`src/rtl/axilite_slave_regs_if.sv`:
```
// AXI-Lite bus bundle shared by the register-file slave and whatever masters it.
// The slave modport is what axilite_slave_regs consumes; master is the mirror view.
interface axilite_slave_regs_if #(
  parameter int ADDR_WIDTH = 8,
  parameter int DATA_WIDTH = 32
);
  logic [ADDR_WIDTH-1:0]   awaddr;
  logic                    awvalid;
  logic                    awready;
  logic [DATA_WIDTH-1:0]   wdata;
  logic [DATA_WIDTH/8-1:0] wstrb;
  logic                    wvalid;
  logic                    wready;
  logic [1:0]              bresp;
  logic                    bvalid;
  logic                    bready;
  logic [ADDR_WIDTH-1:0]   araddr;
  logic                    arvalid;
  logic                    arready;
  logic [DATA_WIDTH-1:0]   rdata;
  logic [1:0]              rresp;
  logic                    rvalid;
  logic                    rready;

  modport slave (
    input  awaddr, awvalid, wdata, wstrb, wvalid, bready, araddr, arvalid, rready,
    output awready, wready, bresp, bvalid, arready, rdata, rresp, rvalid
  );

  modport master (
    output awaddr, awvalid, wdata, wstrb, wvalid, bready, araddr, arvalid, rready,
    input  awready, wready, bresp, bvalid, arready, rdata, rresp, rvalid
  );
endinterface

```
`src/rtl/axilite_slave_regs.sv`:
```
// AXI-Lite slave exposing NUM_REGS read/write control registers with per-register write pulses.
// Define AXILITE_SLV_DECERR_EN to answer out-of-range accesses with DECERR instead of OKAY.
module axilite_slave_regs #(
  parameter int ADDR_WIDTH = 8,
  parameter int DATA_WIDTH = 32,
  parameter int NUM_REGS   = 16
) (
  input  logic                           aclk,
  input  logic                           aresetn,
  axilite_slave_regs_if.slave            bus,
  output logic [NUM_REGS*DATA_WIDTH-1:0] reg_out,
  output logic [NUM_REGS-1:0]            wr_pulse
);

  localparam int IDX_W  = ADDR_WIDTH - 2;
  localparam int STRB_W = DATA_WIDTH / 8;
  localparam logic [1:0] RESP_OKAY = 2'b00;
`ifdef AXILITE_SLV_DECERR_EN
  localparam logic [1:0] RESP_OOR = 2'b11;
`else
  localparam logic [1:0] RESP_OOR = 2'b00;
`endif

  typedef enum logic [1:0] {WR_IDLE, WR_EXEC, WR_RESP} wr_state_t;
  typedef enum logic       {RD_IDLE, RD_RESP}          rd_state_t;

  wr_state_t               wr_state_reg;
  rd_state_t               rd_state_reg;
  logic [DATA_WIDTH-1:0]   regs_reg [NUM_REGS];
  logic [NUM_REGS-1:0]     wr_pulse_reg;
  logic                    aw_held_reg, w_held_reg;
  logic                    awready_reg, wready_reg, arready_reg;
  logic [IDX_W-1:0]        aw_idx_reg;
  logic [DATA_WIDTH-1:0]   w_data_reg;
  logic [STRB_W-1:0]       w_strb_reg;
  logic                    bvalid_reg, rvalid_reg;
  logic [1:0]              bresp_reg, rresp_reg;
  logic [DATA_WIDTH-1:0]   rdata_reg;

  logic                    aw_held_next, w_held_next;
  logic [NUM_REGS-1:0]     aw_sel;
  logic                    aw_in_range;
  logic [IDX_W-1:0]        ar_idx;
  logic [DATA_WIDTH-1:0]   rd_mux;
  logic                    ar_in_range;

  assign aw_held_next = aw_held_reg | (bus.awvalid & awready_reg);
  assign w_held_next  = w_held_reg  | (bus.wvalid  & wready_reg);
  assign ar_idx       = bus.araddr[ADDR_WIDTH-1:2];

  // Decoding by compare loop keeps out-of-range indices from ever addressing the array.
  always_comb begin
    aw_sel      = '0;
    rd_mux      = '0;
    ar_in_range = 1'b0;
    for (int k = 0; k < NUM_REGS; k++) begin
      aw_sel[k] = (aw_idx_reg == IDX_W'(k));
      if (ar_idx == IDX_W'(k)) begin
        rd_mux      = regs_reg[k];
        ar_in_range = 1'b1;
      end
    end
    aw_in_range = |aw_sel;
  end

  always_ff @(posedge aclk or negedge aresetn) begin
    if (!aresetn) begin
      wr_state_reg <= WR_IDLE;
      for (int k = 0; k < NUM_REGS; k++) regs_reg[k] <= '0;
      wr_pulse_reg <= '0;
      aw_held_reg  <= 1'b0;
      w_held_reg   <= 1'b0;
      awready_reg  <= 1'b0;
      wready_reg   <= 1'b0;
      aw_idx_reg   <= '0;
      w_data_reg   <= '0;
      w_strb_reg   <= '0;
      bvalid_reg   <= 1'b0;
      bresp_reg    <= RESP_OKAY;
    end else begin
      wr_pulse_reg <= '0;
      case (wr_state_reg)
        WR_IDLE: begin
          if (bus.awvalid && awready_reg) aw_idx_reg <= bus.awaddr[ADDR_WIDTH-1:2];
          if (bus.wvalid && wready_reg) begin
            w_data_reg <= bus.wdata;
            w_strb_reg <= bus.wstrb;
          end
          aw_held_reg <= aw_held_next;
          w_held_reg  <= w_held_next;
          if (aw_held_next && w_held_next) begin
            wr_state_reg <= WR_EXEC;
            awready_reg  <= 1'b0;
            wready_reg   <= 1'b0;
          end else begin
            awready_reg <= !aw_held_next;
            wready_reg  <= !w_held_next;
          end
        end
        WR_EXEC: begin
          for (int k = 0; k < NUM_REGS; k++) begin
            if (aw_sel[k]) begin
              wr_pulse_reg[k] <= 1'b1;
              for (int b = 0; b < STRB_W; b++) begin
                if (w_strb_reg[b]) regs_reg[k][8*b +: 8] <= w_data_reg[8*b +: 8];
              end
            end
          end
          bvalid_reg   <= 1'b1;
          bresp_reg    <= aw_in_range ? RESP_OKAY : RESP_OOR;
          wr_state_reg <= WR_RESP;
        end
        WR_RESP: begin
          if (bus.bready) begin
            bvalid_reg   <= 1'b0;
            aw_held_reg  <= 1'b0;
            w_held_reg   <= 1'b0;
            awready_reg  <= 1'b1;
            wready_reg   <= 1'b1;
            wr_state_reg <= WR_IDLE;
          end
        end
        default: wr_state_reg <= WR_IDLE;
      endcase
    end
  end

  // Read sees pre-commit register contents when it lands on the same edge as a write.
  always_ff @(posedge aclk or negedge aresetn) begin
    if (!aresetn) begin
      rd_state_reg <= RD_IDLE;
      arready_reg  <= 1'b0;
      rvalid_reg   <= 1'b0;
      rresp_reg    <= RESP_OKAY;
      rdata_reg    <= '0;
    end else begin
      case (rd_state_reg)
        RD_IDLE: begin
          if (bus.arvalid && arready_reg) begin
            rdata_reg    <= rd_mux;
            rresp_reg    <= ar_in_range ? RESP_OKAY : RESP_OOR;
            rvalid_reg   <= 1'b1;
            arready_reg  <= 1'b0;
            rd_state_reg <= RD_RESP;
          end else begin
            arready_reg <= 1'b1;
          end
        end
        RD_RESP: begin
          if (bus.rready) begin
            rvalid_reg   <= 1'b0;
            arready_reg  <= 1'b1;
            rd_state_reg <= RD_IDLE;
          end
        end
        default: rd_state_reg <= RD_IDLE;
      endcase
    end
  end

  assign bus.awready = awready_reg;
  assign bus.wready  = wready_reg;
  assign bus.bvalid  = bvalid_reg;
  assign bus.bresp   = bresp_reg;
  assign bus.arready = arready_reg;
  assign bus.rvalid  = rvalid_reg;
  assign bus.rresp   = rresp_reg;
  assign bus.rdata   = rdata_reg;
  assign wr_pulse    = wr_pulse_reg;

  for (genvar gi = 0; gi < NUM_REGS; gi++) begin : g_reg_out
    assign reg_out[gi*DATA_WIDTH +: DATA_WIDTH] = regs_reg[gi];
  end

endmodule

```
`src/flat_wrapper.sv`:
```
// flat-port wrapper written by rule: the top's interface ports become plain ports
module axilite_slave_regs_flat 
#(
  parameter int ADDR_WIDTH = 8,
  parameter int DATA_WIDTH = 32,
  parameter int NUM_REGS   = 16
)
  (aclk, aresetn, reg_out, wr_pulse, bus_awaddr, bus_awvalid, bus_wdata, bus_wstrb, bus_wvalid, bus_bready, bus_araddr, bus_arvalid, bus_rready, bus_awready, bus_wready, bus_bresp, bus_bvalid, bus_arready, bus_rdata, bus_rresp, bus_rvalid);
  axilite_slave_regs_if #(.ADDR_WIDTH(ADDR_WIDTH), .DATA_WIDTH(DATA_WIDTH)) bus_i ();
  input  logic aclk;
  input  logic aresetn;
  output logic [NUM_REGS*DATA_WIDTH-1:0] reg_out;
  output logic [NUM_REGS-1:0] wr_pulse;
  input wire logic [$bits(bus_i.awaddr)-1:0] bus_awaddr;
  input wire logic [$bits(bus_i.awvalid)-1:0] bus_awvalid;
  input wire logic [$bits(bus_i.wdata)-1:0] bus_wdata;
  input wire logic [$bits(bus_i.wstrb)-1:0] bus_wstrb;
  input wire logic [$bits(bus_i.wvalid)-1:0] bus_wvalid;
  input wire logic [$bits(bus_i.bready)-1:0] bus_bready;
  input wire logic [$bits(bus_i.araddr)-1:0] bus_araddr;
  input wire logic [$bits(bus_i.arvalid)-1:0] bus_arvalid;
  input wire logic [$bits(bus_i.rready)-1:0] bus_rready;
  output wire logic [$bits(bus_i.awready)-1:0] bus_awready;
  output wire logic [$bits(bus_i.wready)-1:0] bus_wready;
  output wire logic [$bits(bus_i.bresp)-1:0] bus_bresp;
  output wire logic [$bits(bus_i.bvalid)-1:0] bus_bvalid;
  output wire logic [$bits(bus_i.arready)-1:0] bus_arready;
  output wire logic [$bits(bus_i.rdata)-1:0] bus_rdata;
  output wire logic [$bits(bus_i.rresp)-1:0] bus_rresp;
  output wire logic [$bits(bus_i.rvalid)-1:0] bus_rvalid;
  assign bus_i.awaddr = bus_awaddr;
  assign bus_i.awvalid = bus_awvalid;
  assign bus_i.wdata = bus_wdata;
  assign bus_i.wstrb = bus_wstrb;
  assign bus_i.wvalid = bus_wvalid;
  assign bus_i.bready = bus_bready;
  assign bus_i.araddr = bus_araddr;
  assign bus_i.arvalid = bus_arvalid;
  assign bus_i.rready = bus_rready;
  assign bus_awready = bus_i.awready;
  assign bus_wready = bus_i.wready;
  assign bus_bresp = bus_i.bresp;
  assign bus_bvalid = bus_i.bvalid;
  assign bus_arready = bus_i.arready;
  assign bus_rdata = bus_i.rdata;
  assign bus_rresp = bus_i.rresp;
  assign bus_rvalid = bus_i.rvalid;
  axilite_slave_regs #(.ADDR_WIDTH(ADDR_WIDTH), .DATA_WIDTH(DATA_WIDTH), .NUM_REGS(NUM_REGS)) u_core (.aclk(aclk), .aresetn(aresetn), .bus(bus_i), .reg_out(reg_out), .wr_pulse(wr_pulse));
endmodule
```
`config.mk`:
```
export PLATFORM = sky130hd
export DESIGN_NAME = axilite_slave_regs_flat
export DESIGN_NICKNAME = d
export VERILOG_FILES = /design/src/rtl/axilite_slave_regs_if.sv /design/src/rtl/axilite_slave_regs.sv /design/src/flat_wrapper.sv
export SDC_FILE = /design/constraint.sdc
export NUM_CORES = 1
export LEC_CHECK = 0
export ABC_AREA = 0
export BUFFER_PORTS_ARGS = -buffer_cell sky130_fd_sc_hd__buf_2
export CAP_MARGIN = 20
export CORE_UTILIZATION = 35
export DETAILED_ROUTE_END_ITERATION = 16
export GPL_TIMING_DRIVEN = 0
export PLACE_DENSITY_LB_ADDON = 0.08
export SLEW_MARGIN = 20
export SYNTH_ARGS = -nofsm -noshare
export SYNTH_HDL_FRONTEND = slang
export SYNTH_SLANG_ARGS = --single-unit
```
`constraint.sdc`:
```
create_clock -name aclk -period 3 [get_ports aclk]
set_input_delay 0.6 -clock aclk [delete_from_list [all_inputs] [get_ports aclk]]
set_output_delay 0.6 -clock aclk [all_outputs]
set_load 0.02 [all_outputs]
```
==> results.md <==
* Placed Area at ~33,000 um2
* Pwr Density at 1020 nW/um2
* Crit-path max FO at 10
* Root buffer cell: clkbuf_16
* Clock sink count at slightly above 600
* Final hold viol count at 4
* Final net count at 2,955
* Routed WL at around 160,000 um
* Die width at 285 um
* Worst-path clk slew at 0.06 ns
* CTS tree: yes
* Synth top area cells: dfrtp_1 (55%), mux2_2 (23%), mux2i_1 (2.3%)
* Slew headroom at 0.102
* Initial drt markers at 2,956
* Final clock skew at 0.0249 ns
* Routed vias at 24,300
* Max-cap viol count at 0
* Max-slew violations at 0
* Tmin final at 3.13 ns
* Hpwl dp at 113,000 um
* Antenna violations before repair at 10
* Final worst-path cycle share at 1.04
* Commonest cells after routing, fill and taps aside: buf_2 (643), dfrtp_1 (612), mux2_2 (577), nand2_1 (100), clkbuf_1 (86)
* Largest net degree at the start of global routing at 99
* Setup slack at placement at -1.57 ns
* Worst R2R Path Depth at 6
* Placer Congestion at 0.964
* Seq/Total Area, Yosys at 0.547
* Gr usage total at 0.379
* Placed insts at slightly below 4,000
* Syn_area_per_cell at 12.8 um2
* First-pass GRT wire length at 209,000 um
* TritonCTS buffer count at 73
* Core footprint at 79,000 um2
* Wire per inst at 39.3 um
* Status: complete, but fails checks
* Vias per cell at 6.09
* Crit path required time at about 3.5 ns
* Highest Clock Rate at 0.320 GHz
* Setup crit start kind: primary input
* Data arrival, critical path at 3.60 ns
* H-tree depth at 3
* Area leader, netlist: dfrtp_1
* Mapped Area at ~28,000 um2
* Leak at 18.4 nW
* Async SR Flop Fraction at 1.00
* PortBufs at 618
* Residual DRC at 0
* Die outline area at 81,100 um2
* Setup WS post-layout at -0.129 ns
* Vias in the first global route at between 20,000 and 25,000
* Gate Count Post-Synth at between 2,000 and 2,500
* WS Path Type: primary input to flop
* Min Hold Slack at -0.0105 ns
* Commonest non-fill, non-tap cell in the layout: buf_2
* Die height at 285 um
* Cell area after layout at 35,300 um2
* Setup violators final at 63
* P&R area growth vs syn at 26.2%
* Yosys warning count at 0
* Worst slew pin tran at 1.35 ns
* Seq cells post-synth at between 600 and 700
* Largest register FFs at 512
* Final Util at 0.447
* Nature of the critical path endpoint: flop
* Routed Antenna Nets at 0
* Initial Utilization at 0.354
* Netlist cell types at 75
* Max clock buf depth at 3
* Failing checks: negative hold slack, negative setup slack
* Worst-Skew Late Latency at 0.64 ns
* Number of flops mapped to enable cells by yosys at 0
* RSZ-0062 raised after global routing: true
* Global route overflow at 0
* Ports at roughly 630
* Layout cell share with drive strength beyond 1 at 0.503
* Worst hold path type: primary input to async pin
* Drt pass-1 iters at 7
* Top_reg_cell synth: dfrtp_1
* Post-synth top area share at 0.547
* Final cell count without fillers at 3,994
* VDD IR-drop max at 0.384 mV
* # rows at 103
[Yosys cell counts, types with 4 or more instances]
cell type and n:
a222oi_1 16, a2bb2oi_1 17, o2bb2ai_1 12, o211ai_1 5, a211oi_1 17, mux4_2 10, o31ai_1 4, a21o_1 4
nand2_1 116, a31oi_1 8, nor2b_1 17, nor3b_1 4, nor2_1 61, a32oi_1 6, inv_1 7, buf_1 9
nand3_1 58, buf_4 4, o21ai_0 56, nand2_4 4, nand2b_1 9, o2111ai_1 7, mux2_2 577, a21oi_1 79
mux2i_1 63, a2111oi_0 5, or3_1 21, nor3_1 24, clkbuf_1 124, o21a_1 5, nand3b_1 12, a22o_1 9
and3_1 15, nand4_1 6, a22oi_1 23, o22ai_1 31, buf_2 24, o221a_2 9, a221oi_1 10, a221o_1 7
a311o_1 7, dfrtp_1 612, o221ai_1 15
[layout make-up]
class,instances,area [um2]
antenna,3,7.51
clock inverter,18,180
tap,1050,1310
buffer,157,736
multi-input combinational,1405,12100
fill,7488,43700
sequential,612,15300
clock buffer,102,2120
timing repair buffer,639,3450
inverter,8,30.0
[routing by layer]
| metal | GRT usage | vias up | routed length, um |
|---|---|---|---|
| met5 | 0 | - | 13 |
| met3 | 0.121 | 393 | 16900 |
| met4 | 0.205 | 2 | 9250 |
| li1 | - | 9614 | - |
| met2 | 0.575 | 1547 | 69600 |
| met1 | 0.479 | 12800 | 61200 |
[repair_timing]
item	4_1_cts	5_1_grt
gates resized for setup	51	34
buffers inserted	1	2
pin swaps	1	2
endpoints found under the hold margin	0	0
endpoints found under the setup margin	303	162
hold buffers	0	0
[path summary, 6_finish.rpt]
check	startpoint	endpoint	slack [ns]
setup / recovery	bus_araddr[3]	u_core.bus.rdata[13]	-0.13
hold / removal	aresetn	u_core.w_data_reg[22]	-0.01
setup reg to reg	u_core.wr_state_reg[1]	u_core.reg_out[298]	-0.11
hold reg to reg	u_core.w_held_reg	u_core.w_held_reg	0.48
max in group asynchronous	aresetn	u_core.reg_out[76]	1.51
min in group aclk	bus_bready	u_core.wr_state_reg[1]	0.19
[metrics by stage]
step	power (W)	setup TNS [ns]
after CTS	0.0359	-4.42
final	0.0361	-2.67
after global placement	0.0267	-7353.53
after detailed placement	0.0270	-77.09
after global routing	0.0372	-1.66
after floorplan	0.0205	0
[report_power, final]
part           switching [W]  leakage [nW]  total, W  internal, W
Sequential           0.00320          8.33    0.0142       0.0110
Combinational        0.00833          8.94    0.0130      0.00464
Clock                0.00371          1.14   0.00887      0.00515
[cells by family after synthesis]
logic type      Yosys count  synth area share
compound gates          377            0.0963
buf+inv                 169            0.0243
flops                   612             0.547
mux                     653             0.264
other cells               1          0.000134
simple gates            371            0.0678
[critical path, cell delays in order]
cell and delay [ns]:
buf_2 0.10, buf_2 0.18, nor2b_1 0.14, clkbuf_1 0.78
clkbuf_2 0.70, nand2_1 0.43, o21ai_0 0.31, o22a_1 0.22
a31oi_1 0.10
No activity file was read; power rests on OpenSTA's default activity.
